### config.mk
export PLATFORM = sky130hd
export DESIGN_NAME = rv_ctrl_fsm
export DESIGN_NICKNAME = d
export VERILOG_FILES = /design/src/rtl/rv_pkg.sv /design/src/rtl/rv_opdec.sv /design/src/rtl/rv_ctrl_fsm.sv
export SDC_FILE = /design/constraint.sdc
export NUM_CORES = 1
export LEC_CHECK = 0
export ABC_AREA = 1
export CAP_MARGIN = 10
export CORE_MARGIN = 1
export CORE_UTILIZATION = 32
export CTS_BUF_LIST = sky130_fd_sc_hd__clkbuf_8 sky130_fd_sc_hd__clkbuf_16
export CTS_CLUSTER_DIAMETER = 150
export CTS_CLUSTER_SIZE = 24
export DETAILED_ROUTE_END_ITERATION = 12
export HOLD_SLACK_MARGIN = 0.12
export PLACE_DENSITY = 0.82
export SLEW_MARGIN = 15
export SYNTH_ARGS = -nofsm -noshare
export SYNTH_HDL_FRONTEND = slang
export SYNTH_SLANG_ARGS = --single-unit
### constraint.sdc
create_clock -name clk -period 1.4 [get_ports clk]
set_input_delay 0.28 -clock clk [delete_from_list [all_inputs] [get_ports clk]]
set_output_delay 0.28 -clock clk [all_outputs]
set_load 0.005 [all_outputs]
### src/rtl/rv_pkg.sv
// Shared RV32I control definitions: opcodes, immediate formats, mux codes, FSM states.
package rv_pkg;

  localparam int unsigned XLEN     = 32;
  localparam int unsigned OPC_W    = 7;
  localparam int unsigned IMMSEL_W = 3;
  localparam int unsigned CLS_W    = 4;

  // Base opcodes (ir[6:0])
  localparam logic [OPC_W-1:0] OPC_LUI    = 7'b0110111;
  localparam logic [OPC_W-1:0] OPC_AUIPC  = 7'b0010111;
  localparam logic [OPC_W-1:0] OPC_JAL    = 7'b1101111;
  localparam logic [OPC_W-1:0] OPC_JALR   = 7'b1100111;
  localparam logic [OPC_W-1:0] OPC_BRANCH = 7'b1100011;
  localparam logic [OPC_W-1:0] OPC_LOAD   = 7'b0000011;
  localparam logic [OPC_W-1:0] OPC_STORE  = 7'b0100011;
  localparam logic [OPC_W-1:0] OPC_OPIMM  = 7'b0010011;
  localparam logic [OPC_W-1:0] OPC_OP     = 7'b0110011;
  localparam logic [OPC_W-1:0] OPC_FENCE  = 7'b0001111;
  localparam logic [OPC_W-1:0] OPC_SYSTEM = 7'b1110011;

  // Immediate generator format select
  localparam logic [IMMSEL_W-1:0] IMMSEL_U    = 3'b000;
  localparam logic [IMMSEL_W-1:0] IMMSEL_J    = 3'b001;
  localparam logic [IMMSEL_W-1:0] IMMSEL_I    = 3'b010;
  localparam logic [IMMSEL_W-1:0] IMMSEL_B    = 3'b011;
  localparam logic [IMMSEL_W-1:0] IMMSEL_S    = 3'b100;
  localparam logic [IMMSEL_W-1:0] IMMSEL_NONE = 3'b111;

  // PC source select
  localparam logic [1:0] PC_SEL_PC4  = 2'b00;
  localparam logic [1:0] PC_SEL_IMM  = 2'b01;
  localparam logic [1:0] PC_SEL_JALR = 2'b10;

  // Write-back source select
  localparam logic [1:0] WB_SEL_ALU = 2'b00;
  localparam logic [1:0] WB_SEL_MEM = 2'b01;
  localparam logic [1:0] WB_SEL_PC4 = 2'b10;
  localparam logic [1:0] WB_SEL_IMM = 2'b11;

  // Instruction class produced by the opcode decoder
  localparam logic [CLS_W-1:0] CLS_ILLEGAL = 4'd0;
  localparam logic [CLS_W-1:0] CLS_LUI     = 4'd1;
  localparam logic [CLS_W-1:0] CLS_AUIPC   = 4'd2;
  localparam logic [CLS_W-1:0] CLS_JAL     = 4'd3;
  localparam logic [CLS_W-1:0] CLS_JALR    = 4'd4;
  localparam logic [CLS_W-1:0] CLS_BRANCH  = 4'd5;
  localparam logic [CLS_W-1:0] CLS_LOAD    = 4'd6;
  localparam logic [CLS_W-1:0] CLS_STORE   = 4'd7;
  localparam logic [CLS_W-1:0] CLS_OPIMM   = 4'd8;
  localparam logic [CLS_W-1:0] CLS_OP      = 4'd9;
  localparam logic [CLS_W-1:0] CLS_FENCE   = 4'd10;
  localparam logic [CLS_W-1:0] CLS_SYSTEM  = 4'd11;

  // Sequencer states
  typedef enum logic [2:0] {
    ST_FETCH  = 3'd0,
    ST_DECODE = 3'd1,
    ST_EXEC   = 3'd2,
    ST_MEM    = 3'd3,
    ST_WB     = 3'd4,
    ST_HALT   = 3'd5
  } state_e;

endpackage

### src/rtl/rv_opdec.sv
// Opcode decoder: maps ir[6:0] to immediate format, instruction class and legality.
module rv_opdec
  import rv_pkg::*;
(
  input  logic [6:0] opcode,
  output logic [2:0] immsel,
  output logic [3:0] cls,
  output logic       legal
);

  // Pure lookup; unknown opcodes fall through to the illegal defaults
  always_comb begin
    immsel = IMMSEL_NONE;
    cls    = CLS_ILLEGAL;
    legal  = 1'b0;
    case (opcode)
      OPC_LUI:    begin immsel = IMMSEL_U;    cls = CLS_LUI;    legal = 1'b1; end
      OPC_AUIPC:  begin immsel = IMMSEL_U;    cls = CLS_AUIPC;  legal = 1'b1; end
      OPC_JAL:    begin immsel = IMMSEL_J;    cls = CLS_JAL;    legal = 1'b1; end
      OPC_JALR:   begin immsel = IMMSEL_I;    cls = CLS_JALR;   legal = 1'b1; end
      OPC_LOAD:   begin immsel = IMMSEL_I;    cls = CLS_LOAD;   legal = 1'b1; end
      OPC_OPIMM:  begin immsel = IMMSEL_I;    cls = CLS_OPIMM;  legal = 1'b1; end
      OPC_BRANCH: begin immsel = IMMSEL_B;    cls = CLS_BRANCH; legal = 1'b1; end
      OPC_STORE:  begin immsel = IMMSEL_S;    cls = CLS_STORE;  legal = 1'b1; end
      OPC_OP:     begin immsel = IMMSEL_NONE; cls = CLS_OP;     legal = 1'b1; end
      OPC_FENCE:  begin immsel = IMMSEL_NONE; cls = CLS_FENCE;  legal = 1'b1; end
      OPC_SYSTEM: begin immsel = IMMSEL_NONE; cls = CLS_SYSTEM; legal = 1'b1; end
      default:    ;
    endcase
  end

endmodule

### src/rtl/rv_ctrl_fsm.sv
// Multi-cycle RV32I control sequencer: FETCH -> DECODE -> EXEC -> MEM -> WB.
module rv_ctrl_fsm
  import rv_pkg::*;
#(
  parameter logic [31:0] RESET_PC = 32'h0000_0000
) (
  input  logic        clk,
  input  logic        rst,
  input  logic [31:0] ir,
  input  logic        mem_ready,
  input  logic        br_taken,
  output logic [2:0]  immsel,
  output logic [31:0] pc_init,
  output logic        ir_we,
  output logic        pc_we,
  output logic        rf_we,
  output logic        mem_req,
  output logic        mem_wr,
  output logic        addr_sel,
  output logic        alu_a_sel,
  output logic        alu_b_sel,
  output logic [1:0]  pc_sel,
  output logic [1:0]  wb_sel,
  output logic        halted,
  output logic        illegal
);

  state_e      state_q, state_d;
  logic        halted_q, halted_d;
  logic        illegal_q, illegal_d;

  logic [2:0]  dec_immsel;
  logic [3:0]  dec_cls;
  logic        dec_legal;

  // Only the opcode field steers control; remaining IR bits belong to the datapath
  logic unused_ir;
  assign unused_ir = ^ir[31:7];

  assign pc_init = RESET_PC;
  assign halted  = halted_q;
  assign illegal = illegal_q;

  rv_opdec u_opdec (
    .opcode (ir[6:0]),
    .immsel (dec_immsel),
    .cls    (dec_cls),
    .legal  (dec_legal)
  );

  // Next state, sticky stop flags and control outputs from state and decoded opcode
  always_comb begin
    state_d   = state_q;
    halted_d  = halted_q;
    illegal_d = illegal_q;
    immsel    = IMMSEL_NONE;
    ir_we     = 1'b0;
    pc_we     = 1'b0;
    rf_we     = 1'b0;
    mem_req   = 1'b0;
    mem_wr    = 1'b0;
    addr_sel  = 1'b0;
    alu_a_sel = 1'b0;
    alu_b_sel = 1'b0;
    pc_sel    = PC_SEL_PC4;
    wb_sel    = WB_SEL_ALU;

    case (state_q)
      ST_FETCH: begin
        mem_req = 1'b1;
        if (mem_ready) begin
          ir_we   = 1'b1;
          state_d = ST_DECODE;
        end
      end

      ST_DECODE: begin
        immsel = dec_immsel;
        if (!dec_legal) begin
          state_d   = ST_HALT;
          illegal_d = 1'b1;
        end else if (dec_cls == CLS_SYSTEM) begin
          state_d  = ST_HALT;
          halted_d = 1'b1;
        end else begin
          state_d = ST_EXEC;
        end
      end

      ST_EXEC: begin
        immsel = dec_immsel;
        case (dec_cls)
          CLS_OP:    state_d = ST_WB;
          CLS_OPIMM: begin alu_b_sel = 1'b1; state_d = ST_WB; end
          CLS_LUI:   begin wb_sel = WB_SEL_IMM; state_d = ST_WB; end
          CLS_AUIPC: begin alu_a_sel = 1'b1; alu_b_sel = 1'b1; state_d = ST_WB; end
          CLS_JAL,
          CLS_JALR:  begin wb_sel = WB_SEL_PC4; state_d = ST_WB; end
          CLS_BRANCH: begin
            pc_we   = 1'b1;
            pc_sel  = br_taken ? PC_SEL_IMM : PC_SEL_PC4;
            state_d = ST_FETCH;
          end
          CLS_LOAD,
          CLS_STORE: begin alu_b_sel = 1'b1; state_d = ST_MEM; end
          CLS_FENCE: begin pc_we = 1'b1; pc_sel = PC_SEL_PC4; state_d = ST_FETCH; end
          default:   state_d = ST_HALT;
        endcase
      end

      ST_MEM: begin
        immsel    = dec_immsel;
        mem_req   = 1'b1;
        addr_sel  = 1'b1;
        alu_b_sel = 1'b1;
        mem_wr    = (dec_cls == CLS_STORE);
        if (mem_ready) begin
          if (dec_cls == CLS_STORE) begin
            pc_we   = 1'b1;
            pc_sel  = PC_SEL_PC4;
            state_d = ST_FETCH;
          end else begin
            state_d = ST_WB;
          end
        end
      end

      ST_WB: begin
        immsel  = dec_immsel;
        rf_we   = 1'b1;
        pc_we   = 1'b1;
        state_d = ST_FETCH;
        // ALU operand selects stay put so the result being written is stable
        case (dec_cls)
          CLS_LOAD:  wb_sel = WB_SEL_MEM;
          CLS_LUI:   wb_sel = WB_SEL_IMM;
          CLS_JAL:   begin wb_sel = WB_SEL_PC4; pc_sel = PC_SEL_IMM; end
          CLS_JALR:  begin wb_sel = WB_SEL_PC4; pc_sel = PC_SEL_JALR; end
          CLS_AUIPC: begin alu_a_sel = 1'b1; alu_b_sel = 1'b1; end
          CLS_OPIMM: alu_b_sel = 1'b1;
          default:   ;
        endcase
      end

      ST_HALT: ;

      default: state_d = ST_FETCH;
    endcase

    // Reset cycle: withdraw any request and block every write
    if (rst) begin
      immsel    = IMMSEL_NONE;
      ir_we     = 1'b0;
      pc_we     = 1'b0;
      rf_we     = 1'b0;
      mem_req   = 1'b0;
      mem_wr    = 1'b0;
      addr_sel  = 1'b0;
      alu_a_sel = 1'b0;
      alu_b_sel = 1'b0;
      pc_sel    = PC_SEL_PC4;
      wb_sel    = WB_SEL_ALU;
    end
  end

  // State and stop-flag registers with synchronous reset
  always_ff @(posedge clk) begin
    if (rst) begin
      state_q   <= ST_FETCH;
      halted_q  <= 1'b0;
      illegal_q <= 1'b0;
    end else begin
      state_q   <= state_d;
      halted_q  <= halted_d;
      illegal_q <= illegal_d;
    end
  end

endmodule

==> results of run 1 <==
-- kinds of logic (layout without fill, tap and decap cells) --
group / Yosys count / in the layout / synth area share
DFF: 5 / 5 / 0.101
other: 1 / 32 / 0.00380
and+or+nand+nor: 97 / 97 / 0.493
buffers and inverters: 56 / 119 / 0.336
AOI/OAI and AO/OA: 12 / 12 / 0.0659
-- through the flow --
step / setup slack, ns / total power, mW
2_1_floorplan: -0.00148 / 0.443
6_report: -0.361 / 1.21
3_3_place_gp: -1.02 / 0.588
5_1_grt: -0.395 / 1.27
3_5_place_dp: -1.07 / 0.601
4_1_cts: -0.261 / 1.07
-- report_power, final --
group	internal [mW]	leakage, nW	switching (mW)
Combinational	0.355	1.03	0.384
Clock	0.189	0.0269	0.0797
Sequential	0.170	0.0430	0.0336
Total	0.714	1.10	0.498
-- worst register-to-register path, delay by kind of cell (launching register included) --
family | cells | cell delay, ns
buf+inv | 5 | 0.57
simple gates | 5 | 0.38
compound gates | 1 | 0.15
flops | 1 | 0.37
-- final timing paths --
path                   start         end  slack [ns]  depth (start not counted)
hold / removal        halted      halted        0.45                          2
hold reg to reg       halted      halted        0.45                          2
setup reg to reg  state_q[1]  state_q[0]       -0.17                         11
setup / recovery       ir[4]       pc_we       -0.36                         10
-- layer usage --
layer,part of all wire,track usage
met5,0,0
met4,0.052,0.171
met3,0.072,0.0499
met2,0.52,0.457
met1,0.35,0.290
-- what timing repair did --
action	CTS	global route
hold endpoints to repair	0	0
resized for setup	193	38
hold buffers	0	0
pin swaps	30	30
buffers inserted	22	10
endpoints found under the setup margin	20	18
-- state kept, by name (all words and copies together), names as in the netlist --
| signal | count |
|---|---|
| state_q | 3 |
| halted | 1 |
| illegal | 1 |
-- cell type report --
type	count	area, sq um	share of cell area
Sequential cell	5	111	0.0531
Multi-Input combinational cell	141	998	0.476
Tap cell	31	38.8	0.0185
Clock buffer	3	41.3	0.0197
Timing Repair Buffer	92	783	0.374
Inverter	23	119	0.0567
Clock inverter	1	3.75	0.00179
-- cells in the final DEF, fill, tap and decap left out, types with 5 or more instances in the layout --
cell type	n
sky130_fd_sc_hd__conb_1	32
sky130_fd_sc_hd__buf_2	13
sky130_fd_sc_hd__inv_6	5
sky130_fd_sc_hd__nand3_1	8
sky130_fd_sc_hd__nand2_2	9
sky130_fd_sc_hd__nand2_4	11
sky130_fd_sc_hd__buf_4	46
sky130_fd_sc_hd__nor2_1	8
sky130_fd_sc_hd__buf_6	26
sky130_fd_sc_hd__inv_1	11
sky130_fd_sc_hd__nor2_4	15
sky130_fd_sc_hd__inv_2	5
sky130_fd_sc_hd__nand2_1	20
sky130_fd_sc_hd__nor3_2	6
==> run metrics, run 1 <==
final net count 302; share of the clock period used by the worst path 1.26; maximum buffer depth of the clock tree 2; area of all placed cells without fillers 2100 sq um; number of DRC violations after detailed-routing iteration 0 163; Layout Cells excl Fill 296; Final Wtd Congestion 0.899; capturing element type of the critical path output pin; die outline area 3310 sq um; std cell rows 19; Final Max Slew Viols 0; time the worst path needs with I/O delays and setup 1.76 ns; clock tree root driver cell sky130_fd_sc_hd__clkbuf_8; arrival time of data at the critical path endpoint 1.48 ns; largest fanout on the critical path 4; count of distinct cell types in the synthesized netlist 23; post-route clock skew 0.00297 ns; overall overflow remaining after global route 0; most area-consuming cells after synthesis sky130_fd_sc_hd__buf_4 24%, sky130_fd_sc_hd__nand2_1 13%, sky130_fd_sc_hd__dfxtp_1 10%, sky130_fd_sc_hd__nor2_1 7.6%, sky130_fd_sc_hd__inv_1 7.2%; detailed-route DRC error count 4; number of antenna cells inserted 0; post-DR wirelength/cell 16.9 um; Cells after Synth 171; layout filler cell count 179; PortBufs 27; setup_tns -3.70 ns; most prevalent standard cell on the critical path sky130_fd_sc_hd__nand2_2; IR drop worst, VDD 602 uV; Top FF cell, synth sky130_fd_sc_hd__dfxtp_1; All-Layer GR Usage 0.263; clock insertion delay at the later pin of the skew report 0.23 ns; number of top-level design ports 85; setup repair after global routing missed its margin yes; Inst Count DP 265; synthesized flop and latch total 5; critical path start-end classification primary input to output pin; number of antenna violations at the first check in global routing 0; power per standard cell area 578 nW/um^2; CTS H-tree depth 1; EDFF count, synth 0; library cell contributing the largest single delay on the critical path sky130_fd_sc_hd__a31oi_1; clock tree from TritonCTS done; HPWL reported at the end of detailed placement 2.33 mm; area inside the core boundary 2830 sq um; Setup violations, final 17; vertical extent of the die 57.5 um; clock buffers created by TritonCTS 3; final setup slack of the worst path -0.361 ns; post-place instance area 1450 sq um; share of layout cells above drive strength 1 0.642; cell type with the highest aggregate area in the netlist sky130_fd_sc_hd__buf_4; first-pass GRT wire length 6.56 mm; LEAKAGE 1.10 nW; fraction of post-synthesis cell area in the top cell type by area 0.243; violated checks design-rule violations, negative setup slack; Final Hold Fails 0; Antenna Nets Post-Route 0; CP required 1.12 ns; classification of the worst-slack hold path register to register; final core utilization 0.741; initial standard-cell utilization of the core 0.349; clock transition time at the flip-flop clock pins of the worst setup and hold paths 0.04 ns; timing-limited maximum frequency 568 MHz; count of clock tree sinks 5; share of synthesized registers carrying an async set or reset 0; mapped cell area 987 sq um; library cell with the highest instance count after synthesis sky130_fd_sc_hd__nand2_1; status finished, violations left; via count of the first global-routing pass 1381; max capacitance violation total 0; DIE WIDTH 57.5 um; detailed-route via count 1509; count of buffer and inverter cells on the critical path 4; total wirelength of the detailed-routed design 5.00 mm; sequence of cells on the critical path buf_6 -> inv_6 -> nand2_4 -> nor2_4 -> buf_4 -> nand2_2 -> nand2_2 -> nand2_1 -> a31oi_1 -> buf_2; biggest cell delay along the critical path 0.23 ns; worst hold margin 0.447 ns; Detailed Routing Iterations Pass 1 9; cell types with the highest counts after synthesis 33 x sky130_fd_sc_hd__nand2_1, 32 x sky130_fd_sc_hd__buf_4, 20 x sky130_fd_sc_hd__nor2_1; yosys synthesis warning count 0; area growth from synthesis to final layout 112%; Via-to-Cell Ratio 5.10; largest net degree at the start of global routing 7; family with the most delay on the worst path buffers and inverters; Worst setup SP type primary input; Post-Syn Area per Cell 5.77 sq um; fraction of the yosys area taken by sequential cells 0.101
No activity file was read; power rests on OpenSTA's default activity.
==> inputs of run 2 (changes only) <==
HOLD_SLACK_MARGIN = 0.1   (was 0.12)
==> results of run 2 <==
The final DEF is identical to that of run 1; final timing and power are the same.
==> inputs of run 3 (changes only) <==
MAX_ROUTING_LAYER = met4   (was unset)
clock period = 1.8 ns   (was 1.4 ns; I/O delays follow)
==> run metrics, run 3 (synthesis results as in run 1) <==
status finished, violations left; violated checks design-rule violations, negative setup slack; post-place instance area 1450 sq um; CTS H-tree depth 1; Internal Power 0.470 mW; library cell contributing the largest single delay on the critical path sky130_fd_sc_hd__nor2_4; via count of the first global-routing pass 1204; Antenna Nets Post-Route 0; setup repair after global routing missed its margin yes; layout filler cell count 209; Min-Delay Startpoint illegal; post-route clock skew 0.000423 ns; share of the clock period used by the worst path 1.05; Inst Count DP 264; Net Sw Frac 0.398; Power, Total 0.781 mW; post-DR wirelength/cell 12.8 um; overall overflow remaining after global route 0; die outline area 3310 sq um; commonest cells after routing, fill and taps aside 50 x sky130_fd_sc_hd__buf_4, 32 x sky130_fd_sc_hd__conb_1, 25 x sky130_fd_sc_hd__nand2_1; final setup slack of the worst path -0.0869 ns; final core utilization 0.667; Final Max Slew Viols 0; count of clock tree sinks 5; sequence of cells on the critical path buf_4 -> nor2_4 -> nand2_4 -> nor2_4 -> nor2_1 -> and2_4 -> nor2_4 -> nand4_1 -> buf_2; power share of the sequential group 0.201; flip-flop count of the largest register, all copies and words added 3; end of the worst register-to-register path state_q[2]; final net count 291; count of cells along the worst hold path 2; slack of the worst reg-to-reg path 0.54 ns; power per standard cell area 414 nW/um^2; PortBufs 27; Final Hold Fails 0; Final Wtd Congestion 0.902; share of layout cells above drive strength 1 0.543; Layout Cells excl Fill 285; count of buffer and inverter cells on the critical path 2; std cell rows 19; capturing element type of the critical path output pin; total wirelength of the detailed-routed design 3.66 mm; timing-limited maximum frequency 530 MHz; clock tree root driver cell sky130_fd_sc_hd__clkbuf_8; Hold Path End illegal; detailed-route via count 1337; Register-to-Register Path Depth 8; critical path start-end classification primary input to output pin; maximum buffer depth of the clock tree 2; Detailed Routing Iterations Pass 1 8; clock tree from TritonCTS done; number of antenna violations at the first check in global routing 0; arrival time of data at the critical path endpoint 1.53 ns; Via-to-Cell Ratio 4.69; portion of total power attributed to the clock network 0.260; DIE WIDTH 57.5 um; vertical extent of the die 57.5 um; Worst setup SP type primary input; max capacitance violation total 0; initial standard-cell utilization of the core 0.349; clock transition time at the flip-flop clock pins of the worst setup and hold paths 0.04 ns; top register by number of flip-flops state_q; clock insertion delay at the later pin of the skew report 0.22 ns; number of top-level design ports 85; Setup violations, final 5; clock buffers created by TritonCTS 3; classification of the worst-slack hold path register to register; most prevalent standard cell on the critical path sky130_fd_sc_hd__nor2_4; family with the most delay on the worst path simple AND/OR/NAND/NOR gates; IR drop worst, VDD 383 uV; All-Layer GR Usage 0.195; most common cell after layout, fill and taps aside sky130_fd_sc_hd__buf_4; setup_tns -0.236 ns; first-pass GRT wire length 4.95 mm; area growth from synthesis to final layout 91.0%; HPWL reported at the end of detailed placement 2.16 mm; combinational share of power 0.539; largest fanout on the critical path 5; CP required 1.44 ns; LEAKAGE 1.01 nW; area of all placed cells without fillers 1890 sq um; area inside the core boundary 2830 sq um; largest net degree at the start of global routing 7; detailed-route DRC error count 5; biggest cell delay along the critical path 0.17 ns; number of DRC violations after detailed-routing iteration 0 75; number of antenna cells inserted 0; time the worst path needs with I/O delays and setup 1.89 ns; start of the worst register-to-register path state_q[0]; net switching component of the power 0.311 mW
run 3: cell count changes in the layout (fill, tap and decap cells not counted), moves of 3 or more:
cell and delta:
sky130_fd_sc_hd__nand2_4 -4, sky130_fd_sc_hd__inv_6 -4, sky130_fd_sc_hd__buf_6 -17, sky130_fd_sc_hd__a21oi_1 +3
sky130_fd_sc_hd__nor3_1 +3, sky130_fd_sc_hd__buf_2 -6, sky130_fd_sc_hd__nand2_1 +5, sky130_fd_sc_hd__dlygate4sd2_1 +8
sky130_fd_sc_hd__buf_4 +4, sky130_fd_sc_hd__nor3_2 -3
run 3: power by group through the flow:
stage / Clock [mW] / Combinational, mW / Sequential [mW]
after floorplan: 0 / 0.204 / 0.141
after CTS: 0.205 / 0.347 / 0.143
after detailed placement: 0 / 0.310 / 0.142
final: 0.203 / 0.421 / 0.157
after global placement: 0 / 0.305 / 0.141
after global routing: 0.226 / 0.459 / 0.156
run 3: stage by stage:
stage	hold slack, ns	worst slack [ns]
2_1_floorplan	0.447	0.239
3_3_place_gp	0.440	-0.802
3_5_place_dp	0.443	-0.771
4_1_cts	0.449	-0.0256
5_1_grt	0.458	-0.142
6_report	0.455	-0.0869
run 3: metal layers:
| metal | global-route usage | part of all wire | up-vias |
|---|---|---|---|
| li1 | - | - | 646 |
| met1 | 0.229 | 0.40 | 622 |
| met2 | 0.332 | 0.54 | 63 |
| met3 | 0.0454 | 0.049 | 6 |
| met4 | 0.0488 | 0.011 | 0 |
| met5 | - | 0 | - |
run 3: area by class of cell:
class	instances	area [sq um]	share of cell area
multi-input cells	141	922	0.489
repair buffers	81	667	0.354
flip-flops and latches	5	106	0.0564
inverters	23	106	0.0564
clock buffers	3	41.3	0.0219
well taps	31	38.8	0.0206
clock inverters	1	3.75	0.00199
run 3: how the worst max path moves through the flow:
stage	from	end	slack, ns	cells after the start
after CTS	ir[3]	immsel[0]	-0.03	12
final	ir[6]	immsel[0]	-0.09	9
after global routing	ir[6]	immsel[0]	-0.14	9
after global placement	ir[6]	pc_sel[0]	-0.80	9
after floorplan	ir[1]	pc_sel[0]	0.24	8
after detailed placement	ir[4]	pc_sel[0]	-0.77	10
run 3: worst register-to-register path, stage by stage, from the launching register on:
cell and delay [ns]:
sky130_fd_sc_hd__dfxtp_2 0.39, sky130_fd_sc_hd__inv_1 0.09, sky130_fd_sc_hd__buf_4 0.15, sky130_fd_sc_hd__nor3_4 0.14, sky130_fd_sc_hd__buf_4 0.16, sky130_fd_sc_hd__nand3_2 0.07, sky130_fd_sc_hd__nand3_1 0.07, sky130_fd_sc_hd__nand2_1 0.06
sky130_fd_sc_hd__nand2_1 0.06
run 3: what timing repair did:
item,4_1_cts,5_1_grt
setup endpoints to repair,15,14
resized for setup,123,42
pin swaps,22,21
buffers inserted,9,8
hold buffers,0,0
